--- config.mk ---
export PLATFORM = sky130hd
export DESIGN_NAME = seg_scan_ctrl
export DESIGN_NICKNAME = d
export VERILOG_FILES = /design/src/rtl/seg_scan_ctrl.sv
export SDC_FILE = /design/constraint.sdc
export NUM_CORES = 1
export LEC_CHECK = 0
export ABC_AREA = 1
export CELL_PAD_IN_SITES_DETAIL_PLACEMENT = 0
export CELL_PAD_IN_SITES_GLOBAL_PLACEMENT = 1
export CORE_MARGIN = 4
export CORE_UTILIZATION = 47
export DETAILED_ROUTE_END_ITERATION = 12
export PLACE_DENSITY = 0.88
export SKIP_LAST_GASP = 1
export SLEW_MARGIN = 15
export SYNTH_ARGS = -nofsm -noshare
export SYNTH_HDL_FRONTEND = slang
export SYNTH_SLANG_ARGS = --single-unit
export TNS_END_PERCENT = 30
--- constraint.sdc ---
create_clock -name clk_i -period 2.65 [get_ports clk_i]
set_input_delay 0.53 -clock clk_i [delete_from_list [all_inputs] [get_ports clk_i]]
set_output_delay 0.53 -clock clk_i [all_outputs]
set_load 0.01 [all_outputs]
--- src/rtl/seg_scan_ctrl.sv ---
// seg_scan_ctrl: double-buffered scan controller for four 74LV595 seven-segment chains
//
// Ports:
//   clk_i           system clock, shared with driver_74lv595
//   resetn_i        asynchronous active-low reset
//   frame_done_i    one-cycle pulse per driver frame (driver RCLK)
//   enable_i        0 blanks all output words at the next frame boundary
//   wr_valid_i      back-buffer write request; wr_ready_o accepts it
//   wr_chain_i      target chain 0..3
//   wr_digit_i      target digit; values >= DIGITS are accepted and dropped
//   wr_seg_i        segment pattern, bit 7 = dp
//   commit_valid_i  request to copy back buffer to front buffer at the next scan wrap
//   commit_ready_o  one-cycle pulse in the cycle the copy happens
//   data_0_o..3_o   {onehot(scan_digit), segments} per chain, registered
//   scan_digit_o    digit currently presented
module seg_scan_ctrl #(
    parameter int DIGITS = 8,
    parameter int DWELL  = 4
) (
    input  logic        clk_i,
    input  logic        resetn_i,
    input  logic        frame_done_i,
    input  logic        enable_i,
    input  logic        wr_valid_i,
    output logic        wr_ready_o,
    input  logic [1:0]  wr_chain_i,
    input  logic [2:0]  wr_digit_i,
    input  logic [7:0]  wr_seg_i,
    input  logic        commit_valid_i,
    output logic        commit_ready_o,
    output logic [15:0] data_0_o,
    output logic [15:0] data_1_o,
    output logic [15:0] data_2_o,
    output logic [15:0] data_3_o,
    output logic [2:0]  scan_digit_o
);
    localparam int DW = (DWELL > 1) ? $clog2(DWELL) : 1;

    logic [3:0][7:0][7:0] back_q, back_d, front_q, front_d;
    logic [3:0][15:0]     data_q, data_d;
    logic [DW-1:0]        dwell_q, dwell_d;
    logic [2:0]           digit_q, digit_d;
    logic                 pending_q, pending_d;
    logic                 wr_fire, adv, wrap, commit;
    logic [7:0]           sel;

    always_comb begin
        wr_fire   = wr_valid_i & ~pending_q;
        adv       = frame_done_i & (dwell_q == DW'(DWELL - 1));
        wrap      = adv & (digit_q == 3'(DIGITS - 1));
        // the copy only happens at a wrap, so digit 0 is the first digit shown from the new image
        commit    = wrap & pending_q;
        dwell_d   = frame_done_i ? (adv ? '0 : dwell_q + 1'b1) : dwell_q;
        digit_d   = wrap ? 3'd0 : adv ? digit_q + 3'd1 : digit_q;
        pending_d = ~commit & (pending_q | commit_valid_i);
        back_d    = back_q;
        if (wr_fire && int'(wr_digit_i) < DIGITS)
            back_d[wr_chain_i][wr_digit_i] = wr_seg_i;
        front_d   = commit ? back_q : front_q;
        sel       = 8'd1 << digit_d;
        data_d    = data_q;
        // words change only on frame boundaries so the driver never latches a torn word
        for (int k = 0; k < 4; k++)
            if (frame_done_i)
                data_d[k] = enable_i ? {sel, front_d[k][digit_d]} : 16'h0000;
    end

    always_ff @(posedge clk_i or negedge resetn_i) begin
        if (!resetn_i) begin
            back_q    <= '0;
            front_q   <= '0;
            data_q    <= '0;
            dwell_q   <= '0;
            digit_q   <= '0;
            pending_q <= 1'b0;
        end else begin
            back_q    <= back_d;
            front_q   <= front_d;
            data_q    <= data_d;
            dwell_q   <= dwell_d;
            digit_q   <= digit_d;
            pending_q <= pending_d;
        end
    end

    assign wr_ready_o     = ~pending_q;
    assign commit_ready_o = commit;
    assign data_0_o       = data_q[0];
    assign data_1_o       = data_q[1];
    assign data_2_o       = data_q[2];
    assign data_3_o       = data_q[3];
    assign scan_digit_o   = digit_q;
endmodule

# Word-level counts from Yosys, hierarchy flattened
# Index checks and enable logic that the tools add are counted.
[op_classes]
shifts = 1
eq_ne = 2
addsub = 2
n_lt_le_gt_ge = 5
n_reduce_logical = 2
mux = 21
n_bitwise = 8
[op_table]
columns = ["cell", "n"]
rows = [
  ["$bwmux W256", 1],
  ["$mux W256", 1],
  ["$demux W64 S2", 1],
  ["$bmux W8 S3", 4],
  ["$mux W16", 4],
  ["$mux W64", 1],
  ["$mux W8", 5],
  ["$demux W8 S3", 1],
  ["$lt A3 B4 Y1 const B", 2],
  ["$shl A1 B3 Y8 const A", 1],
  ["$mux W3", 2],
  ["$and A1 B1 Y1", 5],
  ["$add A3 B1 Y3 const B", 1],
  ["$eq A3 B3 Y1 const B", 1],
  ["$ge A3 B1 Y1 const B", 1],
  ["$lt A2 B3 Y1 const B", 1],
  ["$add A2 B1 Y2 const B", 1],
  ["$eq A2 B2 Y1 const B", 1],
  ["$ge A2 B1 Y1 const B", 1],
  ["$logic_and A1 B1 Y1", 2],
  ["$mux W2", 1],
  ["$not A1 Y1", 2],
  ["$or A1 B1 Y1", 1],
]
[totals]
output_inout_bits = 69
reg_bits = 582

# Depth between registers and ports, before layout
# Gate-level depths: netlist of the first run.
[depth]
word_depth = 8
ltp_mapped = 14

# Worst setup path after synthesis of the first run
# No wires, ideal clock.
[synth_timing]
path_type = "reg-to-reg"
startpoint = "register digit_q[0] (netlist: scan_digit_o[0])"
endpoint = "register data_q, in the netlist data_2_o[4]"
slack_ns = 0.653
path_stages_with_launch = 14
arrival_time_ns = 1.928
t_required_ns = 2.581
path_cell_list = "dfrtp_1 > ha_1 > ha_1 > nand2_1 > inv_1 > nand2_2 > buf_4 > buf_2 > nand2_1 > nand2_1 > nor2_1 > a21oi_1 > nand3_1 > nand3_1"
[synth_lines]
columns = ["element", "line", "source"]
rows = [
  ["start, declared", "42", "logic [2:0] digit_q, digit_d;"],
  ["start signal, assigned", "81", "digit_q <= digit_d;"],
  ["end signal, assigned", "79", "data_q <= data_d;"],
  ["end, declared", "40", "logic [3:0][15:0] data_q, data_d;"],
]

# Worst setup path after layout of the first run
[layout_timing]
startpoint = "register digit_q[1] (netlist: scan_digit_o[1])"
endpoint = "output commit_ready_o"
[layout_between]
elab_chain_cells = 3
[layout_lines]
columns = ["element", "line", "source"]
rows = [
  ["$eq A3 B3 Y1", "50", "wrap = adv & (digit_q == 3'(DIGITS - 1));"],
  ["$and A1 B1 Y1", "50", ""],
  ["$and A1 B1 Y1", "52", "commit = wrap & pending_q;"],
  ["end, declared", "30", "output logic commit_ready_o,"],
]
# Every way passes these cells.

==> results.cfg, run 1 <==
[grt]
grt_pass1_vias = 17600
grt_max_degree = 75
grt-ovfl-total = 0
grt_pass1_wl_um = 97800
antenna_found_initial = 3
grtUsageTotal = 0.231

[sta]
relSlewSlack = 0.436
setup_violations = 0
final_hold_viol_count = 0
worstMarginPinSlew_ns = 0.845
drv_slew = 0
fmax_ghz = 0.404
fin_worst_skew_ns = 0.0166
post-route-period-util = 0.934
rsz0062_at_grt = no
finalCriticalPeriod_ns = 2.47
fin_setup_tns_ns = 0

[clock_tree]
cts_buffer_depth = 3
cts_root_buf = clkbuf_16
cts_tree = yes
clkTransAtPathRegs_ns = 0.06
cts_max_level = 2
numCtsBuffers = 56
clk_latency_ns = 0.60
cts_sinks = 558

[setup_path]
r2r-start = scan_digit_o[1]$_DFF_PN0_
start_kind = register
reg2reg_to = data_1_o[4]$_DFFE_PN0P_
end_kind = output port
required_ns = 2.12
reg2reg_depth = 12
worstSetupPathType = register to output port
cp_max_fo = 4
cp.arrival_ns = 1.94
r2r_setup_slack_ns = 0.28

[layout]
drive_gt1_frac = 0.0816
area_growth_pct = 17.8
final_util = 0.559
fin_nets = 2808
finalNonFillerCells = 3498
nFillCells = 4408

[worst_hold_path]
min-delay-path-class = register to register
hold-path-cell-count = 2
holdPathEnd = front_q[59]$_DFF_PN0_
worstHoldStart = front_q[59]$_DFF_PN0_

[die]
core_sq_mm = 0.0488
rows = 81
design.die.area_sq_mm = 0.0529
initial_core_util = 0.474
die_x_um = 230
io_pins = 88
dieHeight_um = 230

[power_and_ir_drop]
power.leakage_nw = 13.9
power_density_mw_per_mm2 = 903
ir_worst_vdd_mv = 0.505
total_power_w = 0.0247

[synth]
synth_area_leader_cell = dfrtp_1
synth_edf_count = 0
ys_ff_latch = 558
synthCells = 2691
synthTopCellsByArea = dfrtp_1 (60%), nand2_1 (16%), o21ai_0 (5.9%), nor2_1 (3.6%), inv_1 (3.3%)
yosysTopAreaCellShare = 0.603
yosys-top-cells-count = nand2_1 (985), dfrtp_1 (558), o21ai_0 (275)
yosysSeqAreaShare = 0.603
ys_types = 22
netlist_area_sq_mm = 0.0232
synth_area_per_cell_sq_um = 8.61
yosysWarnings = 0
synth.most_common_cell = nand2_1
synth_nets = 2713
synthFlopType = dfrtp_1
synth_async_sr_flop_share = 1.00

[drt]
drt_iter0_drc = 1353
drtAntennaViolNets = 0
routed_via_density = 5.11
dr_total_vias = 17900
wirelength_um = 60500
dr.pass1.iters = 5
drcViolationCount = 0
wire_per_inst_um = 17.3

[placed_design]
portBuffers = 87
dp.cells = 3388
finalWeightedCongestion = 0.803
place.detailed.hpwl_um = 37200

[job]
drv_cap = 0

[outcome]
status = finished, final reports clean
-- sequential cells by signal, summed over array words and instances, names as in the netlist --
| name | count |
|---|---|
| data_0_o | 8 |
| pending_q | 1 |
| dwell_q | 2 |
| scan_digit_o | 3 |
| data_2_o | 16 |
| front_q | 256 |
| data_1_o | 8 |
| data_3_o | 8 |
| back_q | 256 |
-- worst max-delay path by stage --
stage / to / depth (start not counted) / slack [ns] / startpoint
after floorplan: data_2_o[4]$_DFFE_PN0P_ / 13 / 0.65 / scan_digit_o[0]$_DFF_PN0_
after global placement: back_q[111]$_DFFE_PN0P_ / 5 / 0.08 / wr_digit_i[2]
after detailed placement: back_q[109]$_DFFE_PN0P_ / 5 / 0.02 / wr_digit_i[2]
after CTS: commit_ready_o / 5 / 0.1 / scan_digit_o[1]$_DFF_PN0_
after global routing: commit_ready_o / 5 / 0.05 / scan_digit_o[1]$_DFF_PN0_
final: commit_ready_o / 5 / 0.18 / scan_digit_o[1]$_DFF_PN0_
-- stage by stage --
step	instance area (sq um)	worst slack [ns]	hold WS [ns]
floorplan	23200	0.653	0.234
detailed placement	25400	0.0219	0.456
finish	27300	0.176	0.468
global route	27300	0.0521	0.478
CTS	27300	0.0985	0.470
global placement	25400	0.0833	0.451
-- cells in the final DEF (no fill, tap or decap), types with 3 or more instances in the layout --
cell type / n
ha_1: 3
nand2_2: 4
clkbuf_1: 12
o21a_1: 91
a21oi_1: 81
diode_2: 3
buf_4: 82
nor3_2: 4
buf_12: 39
inv_1: 204
nor3_1: 8
inv_2: 4
dfrtp_1: 558
clkbuf_8: 19
clkinv_2: 10
clkbuf_16: 57
nand3_1: 75
clkdlybuf4s50_1: 85
nor2_1: 218
nand2_1: 984
o21ai_0: 275
-- cell families (layout without fill, tap and decap cells) --
group                      Yosys count  after routing  synth area share
DFF                                558            558             0.603
other                                0              3                 0
and+or+nand+nor                   1298           1298             0.217
AOI/OAI and AO/OA                  450            450             0.107
buffers and inverters              382            522            0.0717
adders and majority gates            3              3           0.00162
-- area by class of cell --
cell class                      instances  area (sq um)  area share
Sequential cell                       558         14000       0.512
Multi-Input combinational cell       1751          7560       0.277
Tap cell                              664           831      0.0304
Clock buffer                           88          1730      0.0635
Clock inverter                         15           134     0.00490
Antenna cell                            3          7.51    0.000275
Timing Repair Buffer                  209          2280      0.0836
Inverter                              210           788      0.0289
-- power by group --
group | switching (W) | total [W] | internal, W
Sequential | 0.000456 | 0.00998 | 0.00953
Clock | 0.00328 | 0.00795 | 0.00466
Combinational | 0.00405 | 0.00673 | 0.00268
Total | 0.00779 | 0.0247 | 0.0169
-- routing by layer --
layer	up-vias	GRT usage	share of wire
met1	8784	0.335	0.46
li1	8588	-	-
met4	0	0.0554	0.019
met5	-	0	0
met3	82	0.0348	0.050
met2	417	0.371	0.47
-- what timing repair did --
item                                   CTS  global route
pin swaps                                0             1
endpoints found under the hold margin    9             0
cloned                                   0             0
gates resized for setup                  1             0
setup buffers                            1             2
hold buffers                             1             0
setup endpoints to repair                1             1
-- critical path, stage by stage, from the launching register on --
cell and delay (ns):
dfrtp_1 0.42, ha_1 0.20, ha_1 0.21, nand2_1 0.17, nor2_4 0.07, dlygate4sd2_1 0.29
(Power assumes the default switching activity.)
==> run 2, diff against run 1 <==
--- a/config.mk
+++ b/config.mk
@@ -6,6 +6,7 @@
 export NUM_CORES = 1
 export LEC_CHECK = 0
 export ABC_AREA = 1
+export CAP_MARGIN = 20
 export CELL_PAD_IN_SITES_DETAIL_PLACEMENT = 0
 export CELL_PAD_IN_SITES_GLOBAL_PLACEMENT = 1
 export CORE_MARGIN = 4
==> results of run 2 <==
No change in the layout: final DEF, timing and power equal those of run 1.
==> edit 1 (settings of run 1) <==
`DWELL`: 4 -> 16.
--- a/src/rtl/seg_scan_ctrl.sv
+++ b/src/rtl/seg_scan_ctrl.sv
@@ -15,7 +15,7 @@
 //   scan_digit_o    digit currently presented
 module seg_scan_ctrl #(
     parameter int DIGITS = 8,
-    parameter int DWELL  = 4
+    parameter int DWELL  = 16
 ) (
     input  logic        clk_i,
     input  logic        resetn_i,
Check against the original RTL: no difference found for any inputs over 4 cycles, from zero or initial values and one cycle with resetn_i low; that may be too few to reach the edited logic, so the function may still have changed.
==> edit 1 against run 1 <==
Sequential cell count rose by 2. First-iteration DRC count rose by 7.2%. Synthesized cell count rose by 4.9%. Die area rose by 2.8%. Design area rose by 3.7%. Routed wire length rose by 6.6%. Worst hold slack got worse by 0.058 ns. Register-to-register slack got worse by 0.11 ns. Power fell by 0.27%. Combinational power fell by 3%. Worst setup slack got worse by 0.078 ns. Area after synthesis rose by 2.9%. Largest cell class unchanged. Largest power group unchanged.
==> edit 1: results (changes against run 1) <==
post-CTS setup buffer count 0 (-1); drt pass-1 iters 5 (unchanged); count leader, synth nand2_1; Peak VDD IR 0.530 mV (+5.1%); Async S/R FF share, synth 100% (unchanged); global-route wire length before repair 105,000 µm (+7.0%); sequential fraction of the synthesis area 58.8% (-1.5 points); Diodes inserted 0 (-3); Clock Skews 0.0259 ns (+0.00929 ns); FILL cells 4,455 (+1.1%); slowest stage delay, CP 0.35 ns (-0.07 ns); largest cells by area after synthesis dfrtp_1 59%, nand2_1 16%, o21ai_0 6.5%, inv_1 4.8%, nand3_1 2.5%; Post-Place Setup Slack -0.147 ns (-0.169 ns); crit-path max FO 4 (unchanged); family with the most delay on the worst path buffers and inverters; syn nets 2,844 (+4.8%); status complete, no violations; dpl hpwl 40,400 µm (+8.6%); clk slew on worst S/H paths 0.06 ns (about the same); DRT iter0 DRCs 1,451 (+7.2%); total CTS buffers 58 (+3.6%); clock tree root driver cell clkbuf_16; Post-synth top cells 1,031 x nand2_1, 560 x dfrtp_1, 310 x o21ai_0; placed cell area 26,400 µm² (+3.9%); clk_lat worst skew 0.63 ns (+0.03 ns); Avg WL per Cell 17.5 µm (+1.1%); GPL Wtd Cong 0.846 (+5.3%); initial antenna violation count 0 (-3); Slowest cell on crit path dfrtp_1; layout cells sized above 1 9.97% (+1.8 points); Static Leak 14.8 nW (+6.1%); vias in the first global route 19,200 (+9.3%); post-synth cell types 25 (+14%); final WL 64,500 µm (+6.6%); Syn. warnings 0 (unchanged); Internal Pwr Total 16.8 mW (-0.43%); CP arrival 2.02 ns (+0.08 ns); largest net degree at the start of global routing 93 (+24%); clock buffer depth 3 (unchanged); Final Util 56.4% (+0.57 points); placed cell count 3,585 (+5.8%); fin nets 2,996 (+6.7%); gr usage total 24.3% (+1.2 points); Min-Delay Path Class input pin to asynchronous set/reset pin; Syn Area/Cell 8.45 µm² (-1.9%); routed vias 18,800 (+5.3%); relative slew slack 52.8% (+9.2 points)
edit 1: cell types whose count changed in the layout (fill, tap and decap cells not counted), moves of 22 or more:
cell     delta
nand3_1    +46
o21a_1     -22
a21oi_1    -30
buf_4      +70
inv_1      +97
nor2_1     -87
nand2_1    +46
o21ai_0    +35
edit 1: power groups by stage:
stage          Combinational [mW]  Clock [mW]  Sequential (mW)
3_5_place_dp                 6.52           0             10.0
2_1_floorplan                3.35           0             9.93
5_1_grt                      7.27        8.70             9.93
4_1_cts                      6.57        8.37             9.86
6_report                     6.54        8.21             9.84
3_3_place_gp                 6.43           0             9.97
edit 1: worst reg2reg max path: cells and delay by family, from the launching register on:
kind / cells / cell delay [ns]
buffers and inverters: 3 / 0.70
AND/OR/NAND/NOR: 5 / 0.59
adder cells (fa/ha/maj): 2 / 0.43
flip-flops: 1 / 0.38
AO/OA/AOI/OAI: 2 / 0.32
edit 1: cells by family (layout without fill, tap and decap cells):
family / Yosys count / count (layout) / share of synthesized area, %
simple gates: 1338 / 1338 / 22.4
flops: 560 / 560 / 58.8
buf+inv: 487 / 683 / 8.78
compound gates: 433 / 433 / 9.82
fa+ha+maj: 3 / 3 / 0.158
xor+xnor: 1 / 1 / 0.0368
edit 1: final timing paths:
check                           startpoint             end  slack [ns]  cells past startpoint
min in group clk_i            front_q[254]    front_q[254]        0.47                      2
setup / recovery           scan_digit_o[0]  commit_ready_o         0.1                      7
max in group asynchronous         resetn_i     front_q[99]        1.34                      4
setup reg to reg           scan_digit_o[0]     data_1_o[7]        0.17                     12
hold reg to reg               front_q[254]    front_q[254]        0.47                      2
hold / removal                    resetn_i    front_q[204]        0.41                      2
edit 1: per-layer routing:
| metal | up-vias | GRT usage (%) | wire length [µm] |
|---|---|---|---|
| met5 | - | 0 | 0 |
| li1 | 9036 | - | - |
| met4 | 0 | 9.13 | 2430 |
| met2 | 461 | 40.6 | 30800 |
| met3 | 160 | 2.89 | 2990 |
| met1 | 9165 | 32.8 | 28200 |
edit 1: area by class of cell:
| class | instances | area share, % |
|---|---|---|
| Timing Repair Buffer | 270 | 9.25 |
| Tap cell | 672 | 2.97 |
| Clock inverter | 13 | 0.588 |
| Multi-Input combinational cell | 1775 | 27.4 |
| Clock buffer | 91 | 6.24 |
| Inverter | 309 | 4.10 |
| Sequential cell | 560 | 49.5 |
edit 1: what timing repair did:
item,4_1_cts,5_1_grt
endpoints found under the setup margin,1,3
gates resized for setup,3,1
hold buffers,1,0
endpoints found under the hold margin,27,0
==> edit 2 (flow settings as in run 1) <==
Made on the original files. Take the reset off `data_q` and load it in a clocked block of its own.
--- a/src/rtl/seg_scan_ctrl.sv
+++ b/src/rtl/seg_scan_ctrl.sv
@@ -69,18 +69,20 @@
         if (!resetn_i) begin
             back_q    <= '0;
             front_q   <= '0;
-            data_q    <= '0;
             dwell_q   <= '0;
             digit_q   <= '0;
             pending_q <= 1'b0;
         end else begin
             back_q    <= back_d;
             front_q   <= front_d;
-            data_q    <= data_d;
             dwell_q   <= dwell_d;
             digit_q   <= digit_d;
             pending_q <= pending_d;
         end
+    end
+
+    always_ff @(posedge clk_i) begin
+        data_q <= data_d;
     end
 
     assign wr_ready_o     = ~pending_q;
Formal check against the unedited RTL: not equivalent (a bounded check fails within 4 cycles, from zero or initial values and one cycle with resetn_i low).
==> edit 2 against run 1 <==
Clock skew up 0.0033 ns. Routed wire length is 5.8% higher. Power grew 20%. Area after synthesis increased by 13%. Design area grew 9.6%. Critical endpoint unchanged. Sequential cell count is the same. Worst setup slack worse by 0.050 ns. First-iteration DRC count is 6.0% higher.
==> edit 2: results (changes against run 1) <==
status complete, no violations; Diodes inserted 0 (-3); crit-path max FO 5 (+1); placed cell count 4,047 (+19%); global-route wire length before repair 105,000 µm (+7.1%); largest net degree at the start of global routing 96 (+28%); synthesized area 26,200 µm² (+13%); Multi-Input Combinational 2,034 (+16%); Syn Area/Cell 7.92 µm² (-8.1%); Static Leak 14.5 nW (+4.1%); fraction of the mapped netlist area in adder cells 0.143% (-0.019 points); CP arrival 1.99 ns (+0.05 ns); Met3 Routed Length 3240 µm (+6.2%); Clock Skews 0.0199 ns (+0.00329 ns); fin nets 3,382 (+20%); DRT iter0 DRCs 1,434 (+6.0%); Non-Clock Inverter Count 537 (+160%); r2r setup slk 0.26 ns (-0.02 ns); CLK BUF 96 (+9.1%); Async S/R FF share, synth 92.8% (-7.2 points); Post-synth top cells 1,226 x nand2_1, 535 x inv_1, 518 x dfrtp_1; gr usage total 21.9% (-1.3 points); GPL Wtd Cong 0.781 (-2.8%); initial antenna violation count 1 (-2); slowest stage delay, CP 0.36 ns (-0.06 ns); Metal-1 WL 30,300 µm (+8.2%); GR Util met2 35.5% (-1.7 points); post-synthesis compound-gate area fraction 4.99% (-5.7 points); mux cell area share after synthesis 0.0429% (+0.043 points); buffering overhead 5.95% (-2.4 points); met3 Track Usage GR 3.68% (+0.20 points); fraction of area in multi-input gates 30.3% (+2.6 points); Non-CTS buffers 171 (-18%); Slew @ Worst Pin 0.945 ns (+0.0993 ns); routed vias 19,600 (+9.8%); post-synth cell types 25 (+14%); number of synthesized flops with an enable pin 40 (+40); clk_lat worst skew 0.62 ns (+0.02 ns); Sw Share 34.4% (+2.8 points); met1 Use GR 30.9% (-2.6 points); Avg WL per Cell 15.4 µm (-11%); dpl hpwl 37,700 µm (+1.4%); total CTS buffers 58 (+3.6%)
edit 2: worst max-delay path by stage:
| stage | startpoint | to | slack, ns | cells after the start |
|---|---|---|---|---|
| 2_1_floorplan | scan_digit_o[0] | data_3_o[0] | 0.61 | 14 |
| 3_3_place_gp | wr_digit_i[2] | back_q[228] | 0.08 | 6 |
| 3_5_place_dp | wr_digit_i[1] | back_q[244] | 0.08 | 6 |
| 4_1_cts | dwell_q[0] | commit_ready_o | 0.03 | 5 |
| 5_1_grt | scan_digit_o[0] | commit_ready_o | 0.02 | 5 |
| 6_report | dwell_q[0] | commit_ready_o | 0.13 | 5 |
edit 2: worst reg2reg max path, cell delays in order, from the launching register on:
cell	delay [ns]
dfrtp_1	0.38
ha_1	0.20
ha_1	0.20
nand2_1	0.13
inv_1	0.12
nand2_8	0.23
buf_12	0.23
buf_4	0.17
nand2_1	0.06
nand3_1	0.07
nand2_1	0.07
nand2_1	0.05
nand2_1	0.10
nand2_1	0.07
nand2_1	0.05
edit 2: power by group through the flow:
stage / sequential (mW) / clock [mW] / combinational (mW)
2_1_floorplan: 11.3 / 0 / 6.92
3_3_place_gp: 11.3 / 0 / 10.1
3_5_place_dp: 11.4 / 0 / 10.1
4_1_cts: 11.3 / 8.45 / 10.2
5_1_grt: 11.4 / 8.83 / 11.6
6_report: 11.2 / 8.27 / 10.2
edit 2: stage by stage:
| stage | setup slack (ns) | hold WS (ns) | util [%] | total power [mW] |
|---|---|---|---|---|
| detailed placement | 0.0763 | 0.446 | 50.7 | 21.5 |
| CTS | 0.0270 | 0.391 | 54.2 | 29.9 |
| global placement | 0.0842 | 0.448 | 50.7 | 21.4 |
| global route | 0.0212 | 0.420 | 54.2 | 31.9 |
| floorplan | 0.607 | 0.234 | - | 18.2 |
| finish | 0.126 | 0.406 | 54.2 | 29.7 |
